--- src/rtl/ws_sched_pkg.sv ---
// Shared types and constants for the WS2811 frame scheduler.
// Optional build macro WS_SCHED_PRIO0_EN is consumed by ws_rr_arbiter.
package ws_sched_pkg;

  typedef enum logic [1:0] {
    ST_IDLE  = 2'd0,
    ST_SEND  = 2'd1,
    ST_LATCH = 2'd2
  } state_e;

  localparam int N_REQ            = 3;
  localparam int COLOR_W          = 24;
  localparam int IDX_W            = 4;
  localparam int N_LEDS_DEF       = 11;
  localparam int LATCH_CYCLES_DEF = 2500;

  function automatic logic [1:0] onehot_to_idx(input logic [N_REQ-1:0] oh);
    logic [1:0] idx;
    idx = 2'd0;
    case (oh)
      3'b010:  idx = 2'd1;
      3'b100:  idx = 2'd2;
      default: idx = 2'd0;
    endcase
    return idx;
  endfunction

endpackage

--- src/rtl/ws_rr_arbiter.sv ---
// Combinational frame arbiter: round-robin from the slot after the last owner.
// Build macro WS_SCHED_PRIO0_EN gives source 0 strict priority over 1 and 2.
module ws_rr_arbiter
  import ws_sched_pkg::*;
(
  input  logic [N_REQ-1:0] req_i,
  input  logic [1:0]       last_i,
  output logic [N_REQ-1:0] winner_o
);

`ifdef WS_SCHED_PRIO0_EN
  always_comb begin
    winner_o = '0;
    if (req_i[0]) begin
      winner_o = 3'b001;
    end else if (req_i[1] && (!req_i[2] || last_i != 2'd1)) begin
      winner_o = 3'b010;
    end else if (req_i[2]) begin
      winner_o = 3'b100;
    end
  end
`else
  always_comb begin
    logic found;
    winner_o = '0;
    found    = 1'b0;
    for (int k = 1; k <= N_REQ; k++) begin
      automatic int c = (int'(last_i) + k) % N_REQ;
      if (!found && req_i[c]) begin
        winner_o[c] = 1'b1;
        found       = 1'b1;
      end
    end
  end
`endif

endmodule

--- src/rtl/ws2811_frame_scheduler.sv ---
// Arbitrates whole frames between three pixel sources onto one WS2811 serializer.
// Build macro WS_SCHED_PRIO0_EN (see ws_rr_arbiter) selects strict priority for source 0.
module ws2811_frame_scheduler
  import ws_sched_pkg::*;
#(
  parameter int N_LEDS       = N_LEDS_DEF,
  parameter int LATCH_CYCLES = LATCH_CYCLES_DEF
) (
  input  logic               clk_i,
  input  logic               rst_i,
  input  logic               enable_i,
  input  logic [2:0]         req_i,
  input  logic [23:0]        pixel_data0_i,
  input  logic [23:0]        pixel_data1_i,
  input  logic [23:0]        pixel_data2_i,
  input  logic               tx_ready_i,
  output logic [2:0]         grant_o,
  output logic [3:0]         pixel_idx_o,
  output logic               tx_valid_o,
  output logic [23:0]        tx_data_o,
  output logic [2:0]         frame_done_o,
  output logic               busy_o
);

  localparam int CNT_W = (LATCH_CYCLES > 1) ? $clog2(LATCH_CYCLES) : 1;

  state_e             state_q, state_d;
  logic [N_REQ-1:0]   grant_q, grant_d;
  logic [IDX_W-1:0]   idx_q, idx_d;
  logic [CNT_W-1:0]   cnt_q, cnt_d;
  logic [1:0]         ptr_q, ptr_d;
  logic [N_REQ-1:0]   winner;

  ws_rr_arbiter u_arb (
    .req_i    (req_i),
    .last_i   (ptr_q),
    .winner_o (winner)
  );

  // Pointer reset to 2 so source 0 is first in line after reset.
  always_ff @(posedge clk_i or posedge rst_i) begin
    if (rst_i) begin
      state_q <= ST_IDLE;
      grant_q <= '0;
      idx_q   <= '0;
      cnt_q   <= '0;
      ptr_q   <= 2'd2;
    end else begin
      state_q <= state_d;
      grant_q <= grant_d;
      idx_q   <= idx_d;
      cnt_q   <= cnt_d;
      ptr_q   <= ptr_d;
    end
  end

  always_comb begin
    state_d = state_q;
    grant_d = grant_q;
    idx_d   = idx_q;
    cnt_d   = cnt_q;
    ptr_d   = ptr_q;
    case (state_q)
      ST_IDLE: begin
        if (enable_i && (req_i != '0)) begin
          grant_d = winner;
          idx_d   = '0;
          state_d = ST_SEND;
        end
      end
      ST_SEND: begin
        if (tx_ready_i) begin
          if (idx_q == IDX_W'(N_LEDS - 1)) begin
            cnt_d   = CNT_W'(LATCH_CYCLES - 1);
            state_d = ST_LATCH;
          end else begin
            idx_d = idx_q + 1'b1;
          end
        end
      end
      ST_LATCH: begin
        if (cnt_q == '0) begin
          ptr_d   = onehot_to_idx(grant_q);
          grant_d = '0;
          idx_d   = '0;
          state_d = ST_IDLE;
        end else begin
          cnt_d = cnt_q - 1'b1;
        end
      end
      default: state_d = ST_IDLE;
    endcase
  end

  always_comb begin
    tx_data_o = '0;
    case (grant_q)
      3'b001:  tx_data_o = pixel_data0_i;
      3'b010:  tx_data_o = pixel_data1_i;
      3'b100:  tx_data_o = pixel_data2_i;
      default: tx_data_o = '0;
    endcase
  end

  assign grant_o      = grant_q;
  assign pixel_idx_o  = idx_q;
  assign tx_valid_o   = (state_q == ST_SEND);
  assign busy_o       = (state_q != ST_IDLE);
  assign frame_done_o = ((state_q == ST_LATCH) && (cnt_q == '0)) ? grant_q : '0;

endmodule
--- config.mk ---
export PLATFORM = sky130hd
export DESIGN_NAME = ws2811_frame_scheduler
export DESIGN_NICKNAME = d
export VERILOG_FILES = /design/src/rtl/ws_sched_pkg.sv /design/src/rtl/ws_rr_arbiter.sv /design/src/rtl/ws2811_frame_scheduler.sv
export SDC_FILE = /design/constraint.sdc
export NUM_CORES = 1
export LEC_CHECK = 0
export CORE_ASPECT_RATIO = 0.6
export CORE_MARGIN = 1.5
export CORE_UTILIZATION = 39
export CTS_BUF_LIST = sky130_fd_sc_hd__clkbuf_16
export DETAILED_ROUTE_END_ITERATION = 8
export GPL_TIMING_DRIVEN = 0
export PLACE_DENSITY = 0.83
export SLEW_MARGIN = 25
export SYNTH_ARGS = -nofsm -noshare
export SYNTH_HDL_FRONTEND = slang
export SYNTH_HIERARCHICAL = 1
export SYNTH_SLANG_ARGS = --single-unit
--- constraint.sdc ---
create_clock -name clk_i -period 2.5 [get_ports clk_i]
set_input_delay 0.25 -clock clk_i [delete_from_list [all_inputs] [get_ports clk_i]]
set_output_delay 0.25 -clock clk_i [all_outputs]
set_load 0.01 [all_outputs]
; ---- Word level (Yosys, flattened, before mapping)
; Index checks and enable logic that the tools add are counted.
; W data, S select, Z words.
[op_classes]
bitwise = 2
n_div = 3
eq_ne = 12
reduce_logical = 21
order_cmp = 6
mux = 40
n_addsub = 5
[op_table]
columns = cell, count
row1 = $ge A32 B1 Y1 const B, 3
row2 = $lt A32 B4 Y1 const B, 3
row3 = $mod A32 B3 Y32 const B, 3
row4 = $pmux W24 S3, 1
row5 = $mux W12, 3
row6 = $pmux W12 S2, 1
row7 = $mux W3, 6
row8 = $mux W4, 4
row9 = $logic_not A12 Y1, 1
row10 = $pmux W4 S3, 1
row11 = $sub A12 B1 Y12 const B, 1
row12 = $mux W1, 11
row13 = $ne A2 B2 Y1 const B, 5
row14 = $mux W2, 4
row15 = $reduce_and A4 Y1, 2
row16 = $logic_and A1 B1 Y1, 7
row17 = $add A2 B2 Y3 const B, 2
row18 = $bmux W1 S2, 3
row19 = $demux W1 S2, 3
row20 = $or A3 B3 Y3, 2
row21 = $pmux W2 S3, 1
row22 = $pmux W3 S2, 1
row23 = $reduce_bool A2 Y1, 3
row24 = $reduce_bool A3 Y1, 2
row25 = 15 further kinds, 16
[totals]
word_cells = 94
register_bits = 23
in_bits = 79
output_inout_bits = 36

; ---- Longest topological paths before layout
; Gate-level depths: netlist of the first run.
[logic_depth]
ltp_word = 14
mapped_depth = 9
depth_no_buf = 8

; ---- By module
; The synthesis of the first run kept the hierarchy.
[modules_own_cells]
columns = mod, cells_per_inst, n_inst, seq_area_each_um2, area_per_inst_um2
row1 = ws2811_frame_scheduler, 225, 1, 576.8, 1760.4
row2 = ws_rr_arbiter, 40, 1, 0.0, 279.0

; ---- Worst setup path after synthesis of the first run
; No wires, ideal clock.
[synth_timing]
kind = register -> output
from = register cnt_q[0]
to = output frame_done_o[0]
path_slack_ns = 0.342
t_arrival_ns = 1.908
stages_incl_launch_ff = 6
t_required_ns = 2.250
path_cell_list = dfrtp_1 inv_1 ha_1 or4b_2 nor4_2 and2_1
[synth_between]
elab_chain_len = 3
[synth_lines]
columns = item, line
row1 = from (decl), ws2811_frame_scheduler.sv:30  ; logic [CNT_W-1:0] cnt_q, cnt_d;
row2 = from (signal assigned), ws2811_frame_scheduler.sv:52  ; cnt_q <= cnt_d;
row3 = $logic_not A12 Y1, ws2811_frame_scheduler.sv:109  ; assign frame_done_o = ((state_q == ST_LATCH) && (cnt_q == '0)) ? grant_q : '0;
row4 = $logic_and A1 B1 Y1, ws2811_frame_scheduler.sv:109
row5 = $mux W3, ws2811_frame_scheduler.sv:109
row6 = to (decl), ws2811_frame_scheduler.sv:21  ; output logic [2:0] frame_done_o,
; Every way passes these cells.

; ---- Worst setup path after layout of the first run
[layout_timing]
from = register grant_q[0], in the netlist grant_o[0]
to = output tx_data_o[5]
[layout_between]
elab_chain_len = 2
[layout_lines]
columns = item, line
row1 = from (decl), ws2811_frame_scheduler.sv:28  ; logic [N_REQ-1:0] grant_q, grant_d;
row2 = from (signal assigned), ws2811_frame_scheduler.sv:50  ; grant_q <= grant_d;
row3 = $eq A3 B3 Y1 (tied with other cells), ws2811_frame_scheduler.sv:97  ; case (grant_q)
row4 = $pmux W24 S3 (*), ws2811_frame_scheduler.sv:97
row5 = to (decl), ws2811_frame_scheduler.sv:20  ; output logic [23:0] tx_data_o,
; Mark *: on every way between the ends. The rest lies on a longest branch, timed or not.

==> results.toml, run 1 <==
[sta]
fmax_mhz = 413
maxSlewViolCount = 0
period_minus_slack_ns = 2.42
hold_viol_final = 0
tightest_slew_ns = 0.946
holdWs_ns = 0.477
rsz0062_at_grt = "false"
finClkSkew_ns = 0.00291
relSlewSlack_pct = 36.5
fin_crit_sh_pct = 96.8
setup_slack_ns = 0.0794
fin_setup_tns_ns = 0
setup_violations = 0

[logic_synthesis]
synth-edff-count = 0
synth.distinct_cells = 46
ys_ff_latch = 23
synth_ff_type = "dfrtp_1"
ys_seq_area_share_pct = 28.3
syn_area_per_cell_um2 = 7.70
ys_warn_count = 6
syn_inst = 265
syn_nets = 352
async_reset_ff_share_pct = 100
syn_area_mm2 = 0.00204

[worst_setup_path]
reg2reg_slack_ns = 0.25
r2r_end = "pixel_idx_o[3]"
start_kind = "flip-flop"
r2r-start = "cnt_q[0]"
worstPathRequired_ns = 2.25
critPathKind = "flip-flop to output pin"
arrival_ns = 2.17
end_kind = "output pin"
r2r_cells = 7
cp_max_fo = 12

[global_routing]
grt_usage_pct = 25.8
met1_usage_pct = 40.3
grt_pass1_wl_um = 11200
grt_most_used_layer = "met1"
grt_use_met3_pct = 2.95
overflow = 0
grt_antenna_before_repair = 0
grt_max_degree = 24
grt_use_met2_pct = 38.5
grt_pass1_vias = 2172

[die]
start_util_pct = 40.3
fp.dieArea_mm2 = 0.00569
rows = 20
coreArea_mm2 = 0.00505
die_width_um = 96.4
ios = 115
fp.dieH_um = 59.0

[routing]
wl_per_cell_um = 16.6
wl_um = 7450
first_pass_iters = 4
drt_first_iter_violations = 112
drcViolationCount = 0
ant_nets = 0
viasPerCell = 5.49
vias = 2469

[clocking]
insertion_delay_ns = 0.26
cts_max_path_buffers = 2
clockRootBuffer = "clkbuf_16"
cts_buffers = 3
cts_max_level = 1
cts_tree = "yes"
clk_pin_slew_ns = 0.06
clock-sinks = 23

[power_and_ir_drop]
power.leakage_uw = 0.00142
power_density_mw_per_mm2 = 831
vdd_drop_max_mv = 0.517
total_power_uw = 2840

[layout]
area.growth.synth_to_final_pct = 67.4
postLayoutCellArea_mm2 = 0.00341
diodes = 0
final_common_cell = "clkdlybuf4s50_1"
drive_gt1_share_pct = 8.33
num-nets-final = 472
layout_common_cells = "clkdlybuf4s50_1 (106), nand2_1 (42), o21ai_0 (26)"

[status]
outcome = "completed"

[place]
place_ws_ns = -0.565
port_buffers = 114
placed_cell_area_mm2 = 0.00326
place_congestion = 0.888
place_hpwl_um = 5870

[hold_path]
min_path_type = "input port to async pin"

[run]
maxCapViolCount = 0
-- through the flow --
step / instances / util, %
3_5_place_dp: 445 / 64.6
2_1_floorplan: 265 / -
4_1_cts: 450 / 67.3
5_1_grt: 450 / 67.5
3_3_place_gp: 445 / 64.6
6_report: 450 / 67.5
-- per-layer routing --
metal	wire, um	part of all wire, %
met3	277	3.7
met2	3410	46
met5	0	0
met4	76	1.0
met1	3690	50
-- worst max-delay path by stage --
stage | start | endpoint | slack [ns] | cells past startpoint
2_1_floorplan | cnt_q[0] | frame_done_o[0] | 0.34 | 5
3_5_place_dp | cnt_q[0] | frame_done_o[2] | -0.56 | 6
6_report | grant_o[0] | tx_data_o[5] | 0.08 | 5
5_1_grt | grant_o[0] | tx_data_o[5] | 0.006 | 5
4_1_cts | cnt_q[0] | frame_done_o[0] | 0.009 | 8
3_3_place_gp | cnt_q[0] | frame_done_o[0] | -0.54 | 6
-- cell families after synthesis --
| group | synth area share [%] |
|---|---|
| adders and majority gates | 4.91 |
| AOI/OAI and AO/OA | 25.6 |
| and+or+nand+nor | 28.7 |
| muxes | 6.01 |
| DFF | 28.3 |
| buffers and inverters | 6.50 |
-- registers in the layout, indices dropped and copies added (netlist names) --
| signal | count |
|---|---|
| cnt_q | 12 |
| pixel_idx_o | 4 |
| state_q | 2 |
| grant_o | 3 |
| ptr_q | 2 |
-- cell type report --
type | instances | area (um^2)
Sequential cell | 23 | 581
Multi-Input combinational cell | 210 | 1350
Buffer | 15 | 91.3
Timing Repair Buffer | 116 | 1160
Tap cell | 66 | 82.6
Fill cell | 425 | 1640
Inverter | 16 | 60.1
Clock inverter | 1 | 5.00
Clock buffer | 3 | 75.1
-- critical path, stage by stage (launching register included) --
cell,delay (ns)
dfrtp_2,0.47
nor3b_4,0.33
clkbuf_4,0.29
nand2_1,0.08
o21ai_1,0.14
clkdlybuf4s50_1,0.59
-- synthesized netlist by cell type, types with 3 or more instances --
| cell type | instances | area, um^2 |
|---|---|---|
| nor2b_1 | 4 | 25.0 |
| inv_1 | 16 | 60.1 |
| nand2b_1 | 4 | 25.0 |
| a22oi_1 | 25 | 188 |
| and2_1 | 6 | 37.5 |
| or3_1 | 6 | 37.5 |
| mux2i_1 | 10 | 100 |
| a31oi_1 | 3 | 18.8 |
| o21ai_0 | 28 | 140 |
| clkbuf_1 | 13 | 48.8 |
| o211ai_1 | 3 | 22.5 |
| dfrtp_1 | 22 | 551 |
| nor3_1 | 6 | 30.0 |
| or4_1 | 5 | 37.5 |
| nand3b_1 | 5 | 37.5 |
| a21oi_1 | 5 | 25.0 |
| nand3_1 | 8 | 40.0 |
| ha_1 | 8 | 100 |
| nand2_1 | 42 | 158 |
| nor2_1 | 9 | 33.8 |
| nor4_1 | 3 | 18.8 |
| o22ai_1 | 5 | 31.3 |
-- where the power goes --
part / internal (uW) / switching (uW) / leakage, uW / total, uW
clock: 215 / 134 / 0.0000409 / 349
sequential: 506 / 202 / 0.000267 / 708
combinational: 953 / 827 / 0.00111 / 1780
total: 1670 / 1160 / 0.00142 / 2840
-- what timing repair did --
action	in CTS	in global routing
pin swaps	1	0
buffers inserted	2	0
gates resized for setup	24	14
endpoints found under the setup margin	25	11
hold buffers	0	0
No activity file was read; power rests on OpenSTA's default activity.
==> run 2, diff against run 1 <==
--- a/config.mk
+++ b/config.mk
@@ -11,7 +11,8 @@
 export CTS_BUF_LIST = sky130_fd_sc_hd__clkbuf_16
 export DETAILED_ROUTE_END_ITERATION = 8
 export GPL_TIMING_DRIVEN = 0
-export PLACE_DENSITY = 0.83
+export PLACE_DENSITY_LB_ADDON = 0.15
+export REMOVE_ABC_BUFFERS = 1
 export SLEW_MARGIN = 25
 export SYNTH_ARGS = -nofsm -noshare
 export SYNTH_HDL_FRONTEND = slang
==> run 2 against run 1 <==
  * Via count fell by 2.0%
  * Setup slack lost 0.0066 ns
  * Clock-buffer cell count unchanged
  * Global-route usage decreased by 3.2 points
  * Critical path depth rose by 3
  * Fmax down 0.27%
  * Critical endpoint is now frame_done_o[0]
==> results.toml, run 2 (same netlist as run 1, synthesis figures left out) <==
[routing]
drt_first_iter_violations = 145
drcViolationCount = 0
first_pass_iters = 4
ant_nets = 0
viasPerCell = 5.37
wl_um = 6870
wl_per_cell_um = 15.2
vias = 2420

[worst_setup_path]
worstPathRequired_ns = 2.25
end_kind = "output pin"
reg2reg_slack_ns = 0.17
start_kind = "flip-flop"
arrival_ns = 2.18
r2r-start = "cnt_q[0]"
cp_max_fo = 4
r2r_cells = 6
critPathKind = "flip-flop to output pin"
r2r_end = "pixel_idx_o[0]"

[place]
place_congestion = 0.846
port_buffers = 114
place_hpwl_um = 5020
place_ws_ns = -0.486
placed_cell_area_mm2 = 0.00325

[power_and_ir_drop]
power.switching_uw = 1170
power_density_mw_per_mm2 = 844
share_comb_of_total_power_pct = 63.3
p_clk_share_pct = 12.2
internal_power_uw = 1780
vdd_drop_max_mv = 0.682
sequentialPowerShare_pct = 24.5
power.leakage_uw = 0.00138
netSwitchingFraction_pct = 39.6

[die]
rows = 20
fp.dieH_um = 59.0
fp.dieArea_mm2 = 0.00569
coreArea_mm2 = 0.00505
start_util_pct = 40.3
die_width_um = 96.4
ios = 115

[run]
maxCapViolCount = 0

[status]
outcome = "completed"

[sta]
relSlewSlack_pct = 34.7
finClkSkew_ns = 0.00679
tightest_slew_ns = 0.972
fmax_mhz = 412
setup_violations = 0
holdWs_ns = 0.491
period_minus_slack_ns = 2.43
fin_crit_sh_pct = 97.1
maxSlewViolCount = 0
fin_setup_tns_ns = 0
hold_viol_final = 0
setup_slack_ns = 0.0728

[global_routing]
grt_antenna_before_repair = 0
grt_max_degree = 31
grt_pass1_vias = 2138
overflow = 0
grt_usage_pct = 22.7
grt_pass1_wl_um = 9930

[layout]
postLayoutCellArea_mm2 = 0.00349
top_register = "cnt_q"
drive_gt1_share_pct = 10.9
final_common_cell = "clkdlybuf4s50_1"
diodes = 0
area.growth.synth_to_final_pct = 71.1
layout_common_cells = "clkdlybuf4s50_1 (111), nand2_1 (42), o21ai_0 (28)"
largest_register_ffs = 12
num-nets-final = 473

[clocking]
cts_buffers = 3
clockRootBuffer = "clkbuf_16"
clk_pin_slew_ns = 0.07
clock-sinks = 23
cts_max_path_buffers = 2
holdBufCountCts = 0
insertion_delay_ns = 0.26
cts_tree = "yes"
cts_max_level = 1

[hold_path]
min_path_type = "input port to async pin"
## run 2: stage by stage
| step | cells | total power, uW | utilization, % |
|---|---|---|---|
| final | 451 | 2950 | 69.0 |
| after global placement | 429 | 2330 | 63.1 |
| after floorplan | 249 | 1450 | - |
| after detailed placement | 433 | 2410 | 64.2 |
| after CTS | 443 | 2790 | 66.9 |
| after global routing | 451 | 3130 | 69.0 |
## run 2: critical path, stage by stage, from the launching register on
cell and delay (ns):
dfrtp_1 0.41, inv_2 0.09, ha_4 0.12, or4b_4 0.48
nor4_4 0.30, buf_4 0.18, buf_4 0.10, and2_4 0.14
buf_6 0.10
## run 2: layer usage
layer / wire (um) / GRT usage [%] / vias to the layer above
li1: - / - / 1214
met1: 3190 / 32.4 / 1134
met2: 3190 / 35.7 / 64
met3: 426 / 5.77 / 8
met4: 63 / 3.11 / 0
met5: 0 / 0 / -
## run 2: cell type report
cell class / count / area, um^2
tap: 66 / 82.6
timing repair buffer: 132 / 1300
clock inverter: 1 / 5.00
multi-input combinational: 210 / 1380
sequential: 23 / 581
inverter: 16 / 60.1
fill: 432 / 1570
clock buffer: 3 / 75.1
## run 2: worst max-delay path by stage
stage | startpoint | depth (start not counted) | endpoint
floorplan | grant_o[0] | 3 | tx_data_o[0]
global placement | grant_o[0] | 4 | tx_data_o[23]
detailed placement | cnt_q[0] | 6 | frame_done_o[0]
CTS | grant_o[0] | 5 | tx_data_o[17]
global route | cnt_q[0] | 8 | frame_done_o[0]
finish | cnt_q[0] | 8 | frame_done_o[0]
## run 2: repair_timing
action                                  CTS  global route
cloned                                    0             0
pin swaps                                 1             2
endpoints found under the setup margin   27            28
endpoints found under the hold margin     0             0
resized for setup                        10            11
setup buffers                             6             8
## run 2: power groups by stage
stage               Clock (uW)  Sequential, uW  Combinational, uW
finish                     358             721               1870
global route               380             744               2010
CTS                        361             725               1700
detailed placement           0             723               1690
global placement             0             715               1610
floorplan                    0             682                771
